## src/rtl/bird_ctrl.sv

```systemverilog
// Game-logic stage: debounces the flap button, then once per frame steps the
// bird's vertical physics and the IDLE/PLAY/DEAD game state machine.
module bird_ctrl #(
    parameter int DEBOUNCE_CYCLES = 250000,
    parameter int START_Y         = 228,
    parameter int BIRD_H          = 24,
    parameter int GROUND_Y        = 400,
    parameter int GRAVITY         = 1,
    parameter int FLAP_VEL        = -8,
    parameter int MAX_FALL        = 10,
    parameter int DEAD_FRAMES     = 30
) (
    input  logic        pix_clk,
    input  logic        pix_rst,
    input  logic        button,
    input  logic        frame_tick,
    input  logic        collide,
    output logic        flap,
    output logic [15:0] bird_y,
    output logic [7:0]  bird_vel,
    output logic [1:0]  game_state
);

    localparam int DB_W = $clog2(DEBOUNCE_CYCLES + 1);
    localparam int DF_W = $clog2(DEAD_FRAMES + 1);

    typedef enum logic [1:0] {
        IDLE = 2'd0,
        PLAY = 2'd1,
        DEAD = 2'd2
    } state_t;

    state_t          state, state_n;
    logic            sync1, btn_s, stable, stable_q, flap_req, req;
    logic [DB_W-1:0] db_cnt;
    logic [DF_W-1:0] dead_cnt, dead_cnt_n;
    logic [15:0]     y_n;
    logic [7:0]      vel_n, vel_sel;
    logic signed [9:0] vel_ext, vel_inc;
    logic [16:0]     y_sum;
    logic            hit_ground;

    // Button conditioning: synchronizer, debounce, rising-edge pulse.
    always_ff @(posedge pix_clk) begin
        if (pix_rst) begin
            sync1    <= 1'b0;
            btn_s    <= 1'b0;
            stable   <= 1'b0;
            stable_q <= 1'b0;
            db_cnt   <= '0;
            flap     <= 1'b0;
            flap_req <= 1'b0;
        end else begin
            sync1    <= button;
            btn_s    <= sync1;
            stable_q <= stable;
            flap     <= stable & ~stable_q;
            if (btn_s == stable) begin
                db_cnt <= '0;
            end else if (db_cnt == DB_W'(DEBOUNCE_CYCLES - 1)) begin
                stable <= btn_s;
                db_cnt <= '0;
            end else begin
                db_cnt <= db_cnt + DB_W'(1);
            end
            // A tick consumes any pending request, including one arriving with it.
            if (frame_tick)
                flap_req <= 1'b0;
            else if (flap)
                flap_req <= 1'b1;
        end
    end

    assign req = flap_req | flap;

    // Velocity is resolved first; position uses the new velocity.
    assign vel_ext    = {{2{bird_vel[7]}}, bird_vel};
    assign vel_inc    = vel_ext + 10'(GRAVITY);
    assign vel_sel    = req ? 8'(FLAP_VEL)
                      : ((vel_inc > $signed(10'(MAX_FALL))) ? 8'(MAX_FALL) : vel_inc[7:0]);
    assign y_sum      = {1'b0, bird_y} + {{9{vel_sel[7]}}, vel_sel};
    assign hit_ground = (y_sum + 17'(BIRD_H)) >= 17'(GROUND_Y);

    always_ff @(posedge pix_clk) begin
        if (pix_rst) begin
            state    <= IDLE;
            bird_y   <= 16'(START_Y);
            bird_vel <= '0;
            dead_cnt <= '0;
        end else begin
            state    <= state_n;
            bird_y   <= y_n;
            bird_vel <= vel_n;
            dead_cnt <= dead_cnt_n;
        end
    end

    always_comb begin
        state_n    = state;
        y_n        = bird_y;
        vel_n      = bird_vel;
        dead_cnt_n = dead_cnt;
        if (frame_tick) begin
            case (state)
                IDLE: begin
                    y_n   = 16'(START_Y);
                    vel_n = '0;
                    if (req) begin
                        state_n = PLAY;
                        vel_n   = 8'(FLAP_VEL);
                        y_n     = 16'(START_Y + FLAP_VEL);
                    end
                end
                PLAY: begin
                    vel_n = vel_sel;
                    y_n   = y_sum[15:0];
                    if (y_sum[16]) begin
                        y_n   = '0;
                        vel_n = '0;
                    end else if (hit_ground) begin
                        y_n     = 16'(GROUND_Y - BIRD_H);
                        vel_n   = '0;
                        state_n = DEAD;
                    end
                    if (collide)
                        state_n = DEAD;
                end
                DEAD: begin
                    if (dead_cnt == DF_W'(DEAD_FRAMES)) begin
                        if (req) begin
                            state_n    = IDLE;
                            y_n        = 16'(START_Y);
                            vel_n      = '0;
                            dead_cnt_n = '0;
                        end
                    end else begin
                        dead_cnt_n = dead_cnt + DF_W'(1);
                    end
                end
                default: state_n = IDLE;
            endcase
        end
    end

    assign game_state = state;

endmodule
```

## config.mk

```make
export PLATFORM = sky130hd
export DESIGN_NAME = bird_ctrl
export DESIGN_NICKNAME = d
export VERILOG_FILES = /design/src/rtl/bird_ctrl.sv
export SDC_FILE = /design/constraint.sdc
export NUM_CORES = 1
export LEC_CHECK = 0
export CAP_MARGIN = 10
export CORE_MARGIN = 8
export CORE_UTILIZATION = 59
export CTS_BUF_LIST = sky130_fd_sc_hd__clkbuf_8 sky130_fd_sc_hd__clkbuf_16
export DETAILED_ROUTE_END_ITERATION = 12
export PLACE_DENSITY = 0.8
export REMOVE_ABC_BUFFERS = 1
export SETUP_SLACK_MARGIN = 0.02
export SLEW_MARGIN = 0
export SYNTH_ARGS = -nofsm -noshare
export SYNTH_HDL_FRONTEND = slang
export SYNTH_SLANG_ARGS = --single-unit
```

## constraint.sdc

```tcl
create_clock -name pix_clk -period 8.1 [get_ports pix_clk]
set_clock_uncertainty 0.2 [all_clocks]
set_input_delay 1.62 -clock pix_clk [delete_from_list [all_inputs] [get_ports pix_clk]]
set_output_delay 1.62 -clock pix_clk [all_outputs]
set_load 0.02 [all_outputs]
```

==> metrics.md, run 1 <==
| Metric | Value |
|---|---|
| Status | finished, final reports clean |
| Most numerous cell in the Yosys netlist | nor2_1 |
| Tmin final | 6490 ps |
| Synthesis Warnings | 0 |
| Critical R2R Launch | bird_vel[1] |
| Max Fanout on Critical Path | 16 |
| Cts-stage hold buffer count | 0 |
| DR top layer | met4 |
| CP delay by family, top | compound AO/OA/AOI/OAI gates |
| Clock network fraction of design power | a little under a quarter |
| Final Max Slew Viols | 0 |
| Largest net degree at the start of global routing | 22 |
| Drt first-iter violations | about 240 |
| Metal-1 WL | ~4.3 mm |
| Post-detail-place hpwl | roughly 7.1 mm |
| Yosys top cell by area | dfxtp_1 |
| CTS max path bufs | 2 |
| Comb pwr share | between 30% and 40% |
| Height of the chip | about 100 um |
| Worst-margin pin slew | 745 ps |
| FF/Latch Area | between 0.001 and 0.0015 mm^2 |
| Cell area after synthesis | between 0.003 and 0.004 mm^2 |
| Top cells by count, synth | nor2_1 (62), dfxtp_1 (55), nand2_1 (44), a21oi_1 (33), ha_1 (27) |
| Max-cap viol count | 0 |
| WL per Instance | 15.6 um |
| Mapped Cells | approximately 500 |
| Pre-Repair DR Iteration Count | 5 |
| Sequential share of the synthesized area | 28.0% |
| Fmax | about 0.15 GHz |
| # diodes | 0 |
| Drt via density | about 6.3 |
| Routed Antenna Nets | 0 |
| HP Start | stable_q |
| Via count | around 3,700 |
| Slowest-stage cell, CP | a221oi_4 |
| Worst hold path type | reg2reg |
| Worst-Skew Late Latency | around 310 ps |
| Post-synth EDFFs | 0 |
| Post-CTS setup buffer count | 0 |
| Critical path type | reg2reg |
| Avg Cell Area, Syn | roughly 8 um^2 |
| Distinct cells, synth | 75 |
| Fraction of layout cells with a size suffix above 1 | roughly 7% |
| P_sw | 0.229 mW |
| Clock Pin Slew Worst Setup and Hold Paths | approximately 100 ps |
| Slew Limit Headroom | around half |
| Vias in the first global route | approximately 3,400 |
| Worst path max stage delay | 640 ps |
| Fillcell total | around 550 |
| Critical Path End Type | flop |
| Die ar. | 0.00954 mm^2 |
| CP startpoint | bird_vel[1] |
| Drt total wl | 9.24 mm |
| Internal Power | around 0.42 mW |
| Sequential Power Share | between 40% and 50% |
| Die width | between 90 and 100 um |
| Peak supply drop | between 0.0001 and 0.00015 V |
| Rows | 29 |
| Area growth syn-to-layout | 8.93% |
| Met2 wire length | roughly 4.5 mm |
| Starting Density | approximately 62% |
| Final Core Density | ~67% |
| Ports | 32 |
| First-pass GRT wire length | between 15 and 20 mm |
| GR Overflow Total | 0 |
| Final worst path period share | about four fifths |
| Pleak | about 1.7 nW |
| CTS tree | built |
| Total CTS buffers | 5 |
| Multi-input combinational cell area | about 0.0026 mm^2 |
| Final hold violation count | 0 |
| CTS resizes | 0 |
| Htree depth | 2 |
| RSZ-0062 raised after global routing | no |
| Final Wtd Congestion | between 0.8 and 0.9 |
| Switch share | 35.5% |
| Arrival @ worst endpoint | around 6500 ps |
| Async set-or-reset flop fraction in the synthesized netlist | 0% |
| Cells taking the most area after synthesis | dfxtp_1 (28%), ha_1 (8.6%), nor2_1 (5.9%) |
| Endpoints failing setup | 0 |
| Drc violations | 0 |
| Crit path buffers/inverters | 2 |
| Floorplan core area | ~0.0064 mm^2 |
| Met3 routed WL | around 440 um |
| Req. time, crit path | ~8000 ps |
| Total global-route track usage | between 10% and 20% |
| Port buffer count | 31 |
| Clk sink count | 55 |
| Post-synth top flop | dfxtp_1 |
| FF+latch count, synth | 55 |
| CP Launch Type | flop |
| Nets | between 500 and 600 |
| Setup TNS | 0 ps |
| PD cells | ~150 mW/mm^2 |
| Initial antenna violation count | 0 |
| Synth top area share | roughly 28% |
| Root Buffer | clkbuf_8 |
-- worst register-to-register path: stages, from the launching register on --
cell	delay (ps)
dfxtp_1	480
inv_1	110
ha_1	340
o21ai_0	90
a31oi_1	180
nor3_1	70
o22ai_1	160
a21oi_1	80
o21ai_0	320
nand2_1	140
nor2_1	170
ha_1	240
inv_1	70
fa_1	390
nand2b_1	190
a21oi_1	170
xnor2_1	160
ha_1	280
a21oi_1	130
o21ai_0	120
nor4_2	310
nand4_1	170
nor4_1	460
o211ai_1	240
a221oi_4	640
nand2_1	130
a311o_1	360
-- worst paths after layout --
check,end,slack (ps),cells after the start
worst min-delay path,flap,200,1
worst min register to register,flap,200,1
worst max-delay path,bird_y[5],1610,26
worst max register to register,bird_y[5],1610,26
-- flip-flops by register name (all words and copies together), names as in the netlist --
register	count
stable	1
sync1	1
bird_y	16
db_cnt	18
dead_cnt	5
btn_s	1
bird_vel	8
flap	1
stable_q	1
game_state	2
flap_req	1
-- routing by layer --
layer / vias up / global-route usage, %
met5: - / 0
met4: 0 / 4.55
met3: 10 / 2.70
met2: 108 / 32.1
met1: 1747 / 23.7
li1: 1852 / -
-- final cells by class --
type	count	share of cell area, %
clock buffers	5	1.60
clock inverters	3	0.350
inverters	20	1.75
multi-input cells	399	61.0
flip-flops and latches	55	25.7
well taps	77	2.25
repair buffers	32	7.41
-- power groups by stage --
stage               combinational, mW  clock (mW)  sequential (mW)
global placement                0.203           0            0.294
detailed placement              0.207           0            0.295
CTS                             0.208       0.150            0.288
floorplan                       0.146           0            0.300
global route                    0.233       0.158            0.290
finish                          0.211       0.147            0.289
-- kinds of logic after synthesis --
group | synth area share, %
buffers and inverters | 5.63
XOR/XNOR | 7.76
multiplexers | 1.05
flip-flops | 28.0
adder cells (fa/ha/maj) | 9.09
AND/OR/NAND/NOR | 25.4
AO/OA/AOI/OAI | 23.1
-- per-stage QoR --
stage | setup WS, ps | hold slack (ps) | instance area, um^2 | power [mW] | instances
global placement | 2040 | 177 | 4200 | 0.497 | 583
floorplan | 2350 | 167 | 3790 | 0.446 | 474
CTS | 1730 | 197 | 4290 | 0.647 | 591
detailed placement | 1770 | 188 | 4200 | 0.502 | 583
global route | 825 | 210 | 4290 | 0.682 | 591
finish | 1610 | 195 | 4290 | 0.647 | 591
-- cells in the final DEF (no fill, tap or decap), types with 4 or more instances in the layout --
master / count
nor2_1: 62
dfxtp_1: 55
nand2_1: 44
a21oi_1: 33
clkdlybuf4s50_1: 31
ha_1: 27
nand3_1: 23
o21ai_0: 21
inv_1: 20
xnor2_1: 20
nand4_1: 14
nor3_1: 13
xor2_1: 13
a31oi_1: 13
nor4_1: 9
and3_1: 8
a21o_1: 7
o211ai_1: 6
nor2b_1: 6
a211oi_1: 6
clkbuf_8: 5
or2_2: 4
No activity file was read; power rests on OpenSTA's default activity.
==> run 2: changes to the inputs <==
==> constraint.sdc (replaced) <==
create_clock -name pix_clk -period 6.3 [get_ports pix_clk]
set_clock_uncertainty 0.2 [all_clocks]
set_input_delay 1.26 -clock pix_clk [delete_from_list [all_inputs] [get_ports pix_clk]]
set_output_delay 1.26 -clock pix_clk [all_outputs]
set_load 0.02 [all_outputs]
==> run 2 against run 1 <==
Against the previous run: utilization is 1.9 points higher; global-route usage grew 0.86 points; largest power group unchanged; clock-buffer cell count up 1; sequential power up 28%.
==> metrics.md, run 2 (synthesis results as in run 1) <==
| Metric | Value |
|---|---|
| Drc violations | 0 |
| Die ar. | between 0.009 and 0.01 mm^2 |
| Drt via density | 6.27 |
| Switch share | 33.3% |
| Internal Power | about 0.6 mW |
| Worst-Skew Late Latency | 310 ps |
| Post-detail-place hpwl | between 7 and 8 mm |
| CTS max path bufs | 2 |
| Final hold violation count | 0 |
| Routed Antenna Nets | 0 |
| Clock Pin Slew Worst Setup and Hold Paths | 100 ps |
| # diodes | 0 |
| DP Worst Slack | -28.7 ps |
| Comb pwr share | ~33% |
| Largest Register | db_cnt |
| Die width | between 90 and 100 um |
| Ports | 32 |
| Dpl cells | just under 600 |
| Max FFs per register | 18 |
| Htree depth | 2 |
| Post-route cell area | approximately 0.0044 mm^2 |
| Total CTS buffers | 5 |
| Port buffer count | 31 |
| Status | finished, final reports clean |
| Rows | 29 |
| Starting Density | between 60% and 70% |
| Floorplan core area | between 0.006 and 0.007 mm^2 |
| Final Wtd Congestion | just under 0.9 |
| Max-cap viol count | 0 |
| Slowest-stage cell, CP | fa_1 |
| Area growth syn-to-layout | 12.0% |
| Final Max Slew Viols | 0 |
| Critical path type | reg2reg |
| Sequential Power Share | slightly above 40% |
| Worst-margin pin slew | between 600 and 700 ps |
| Final worst path period share | between 90% and 100% |
| Endpoints failing setup | 0 |
| RSZ-0062 raised after global routing | no |
| PD cells | 207 mW/mm^2 |
| Largest regs | db_cnt x18, bird_y x16, bird_vel x8 |
| Finished Layout Cells | between 500 and 600 |
| Clk sink count | 55 |
| Total global-route track usage | 19.5% |
| Req. time, crit path | around 6300 ps |
| Initial antenna violation count | 0 |
| P_sw | 0.303 mW |
| Root Buffer | clkbuf_8 |
| CP Launch Type | flop |
| CTS tree | built |
| Via count | around 3,700 |
| Fmax | approximately 0.17 GHz |
| Pre-Repair DR Iteration Count | 5 |
| Drt total wl | approximately 9.6 mm |
| Vias in the first global route | around 3,500 |
| Clock network fraction of design power | 26.5% |
| Fraction of layout cells with a size suffix above 1 | 9.62% |
| Height of the chip | approximately 98 um |
| Arrival @ worst endpoint | 5890 ps |
| Peak supply drop | about 0.00016 V |
| Critical Path End Type | flop |
| Nets | around 550 |
| WL per Instance | 16.1 um |
| Most frequent cells in the layout | nor2_1 (62), dfxtp_1 (53), nand2_1 (44) |
| Max Fanout on Critical Path | 8 |
| Drt first-iter violations | just under 300 |
| Commonest non-fill, non-tap cell in the layout | nor2_1 |
| Post-DP Area | around 0.0042 mm^2 |
| Slew Limit Headroom | between 50% and 60% |
| Largest net degree at the start of global routing | 22 |
| First-pass GRT wire length | 16.2 mm |
| GR Overflow Total | 0 |
| Pleak | approximately 1.7 nW |
| Final WS setup | around 420 ps |
| Worst hold path type | reg2reg |
| Worst path max stage delay | roughly 420 ps |
| Tmin final | 5880 ps |
[run 2: cell types whose count changed in the layout (fill, tap and decap cells not counted), sizes merged]
cell / delta
bufinv: +1
clkinv: -2
clkbuf: +1
buf: +6
[run 2: worst max-delay path: cells and delay by family, from the launching register on]
kind	cells	cell delay (ps)
XOR/XNOR	1	130
AND/OR/NAND/NOR	9	1830
AO/OA/AOI/OAI	10	1880
buffers and inverters	2	120
flip-flops	1	400
adder cells (fa/ha/maj)	4	1210
[run 2: final cells by class]
cell class	count	area [um^2]
multi-input cells	399	2650
fillers	523	1980
flip-flops and latches	55	1110
repair buffers	38	367
well taps	77	96.3
clock buffers	6	82.6
inverters	20	75.1
clock inverters	2	35.0
[run 2: final timing paths]
path                                   to  depth (start not counted)  slack (ps)   startpoint
worst min-delay path                 flap                          1         190     stable_q
worst min register to register       flap                          1         190     stable_q
worst max-delay path            bird_y[5]                         26         420  bird_vel[1]
worst max register to register  bird_y[5]                         26         420  bird_vel[1]
[run 2: metal layers]
layer  vias up  global-route usage, %  share of wire [%]
li1       1857                      -                  -
met3        15                   3.41                6.2
met5         -                      0                  0
met4         0                   6.18                1.1
met2       123                   33.2                 49
met1      1751                   24.3                 44
[run 2: what timing repair did]
item                                    in CTS  in global routing
gates resized for setup                      1                 12
setup buffers                                1                  3
hold buffers                                 0                  0
pin swaps                                    1                  4
endpoints found under the setup margin       2                 20
endpoints found under the hold margin        0                  0
[run 2: power groups by stage]
stage                     logic [mW]  clock network, mW  registers (mW)
after floorplan                0.188                  0           0.386
after global placement         0.264                  0           0.378
after detailed placement       0.272                  0           0.378
after CTS                      0.278              0.247           0.370
after global routing           0.328              0.258           0.372
final                          0.299              0.241           0.371
[run 2: through the flow]
step	total power, mW	hold WS (ps)	setup TNS (ps)	utilization, %
4_1_cts	0.895	196	0	68.1
6_report	0.911	190	0	69.0
5_1_grt	0.958	200	0	69.0
2_1_floorplan	0.573	167	0	-
3_5_place_dp	0.651	180	-28.7	66.1
3_3_place_gp	0.642	172	0	66.1
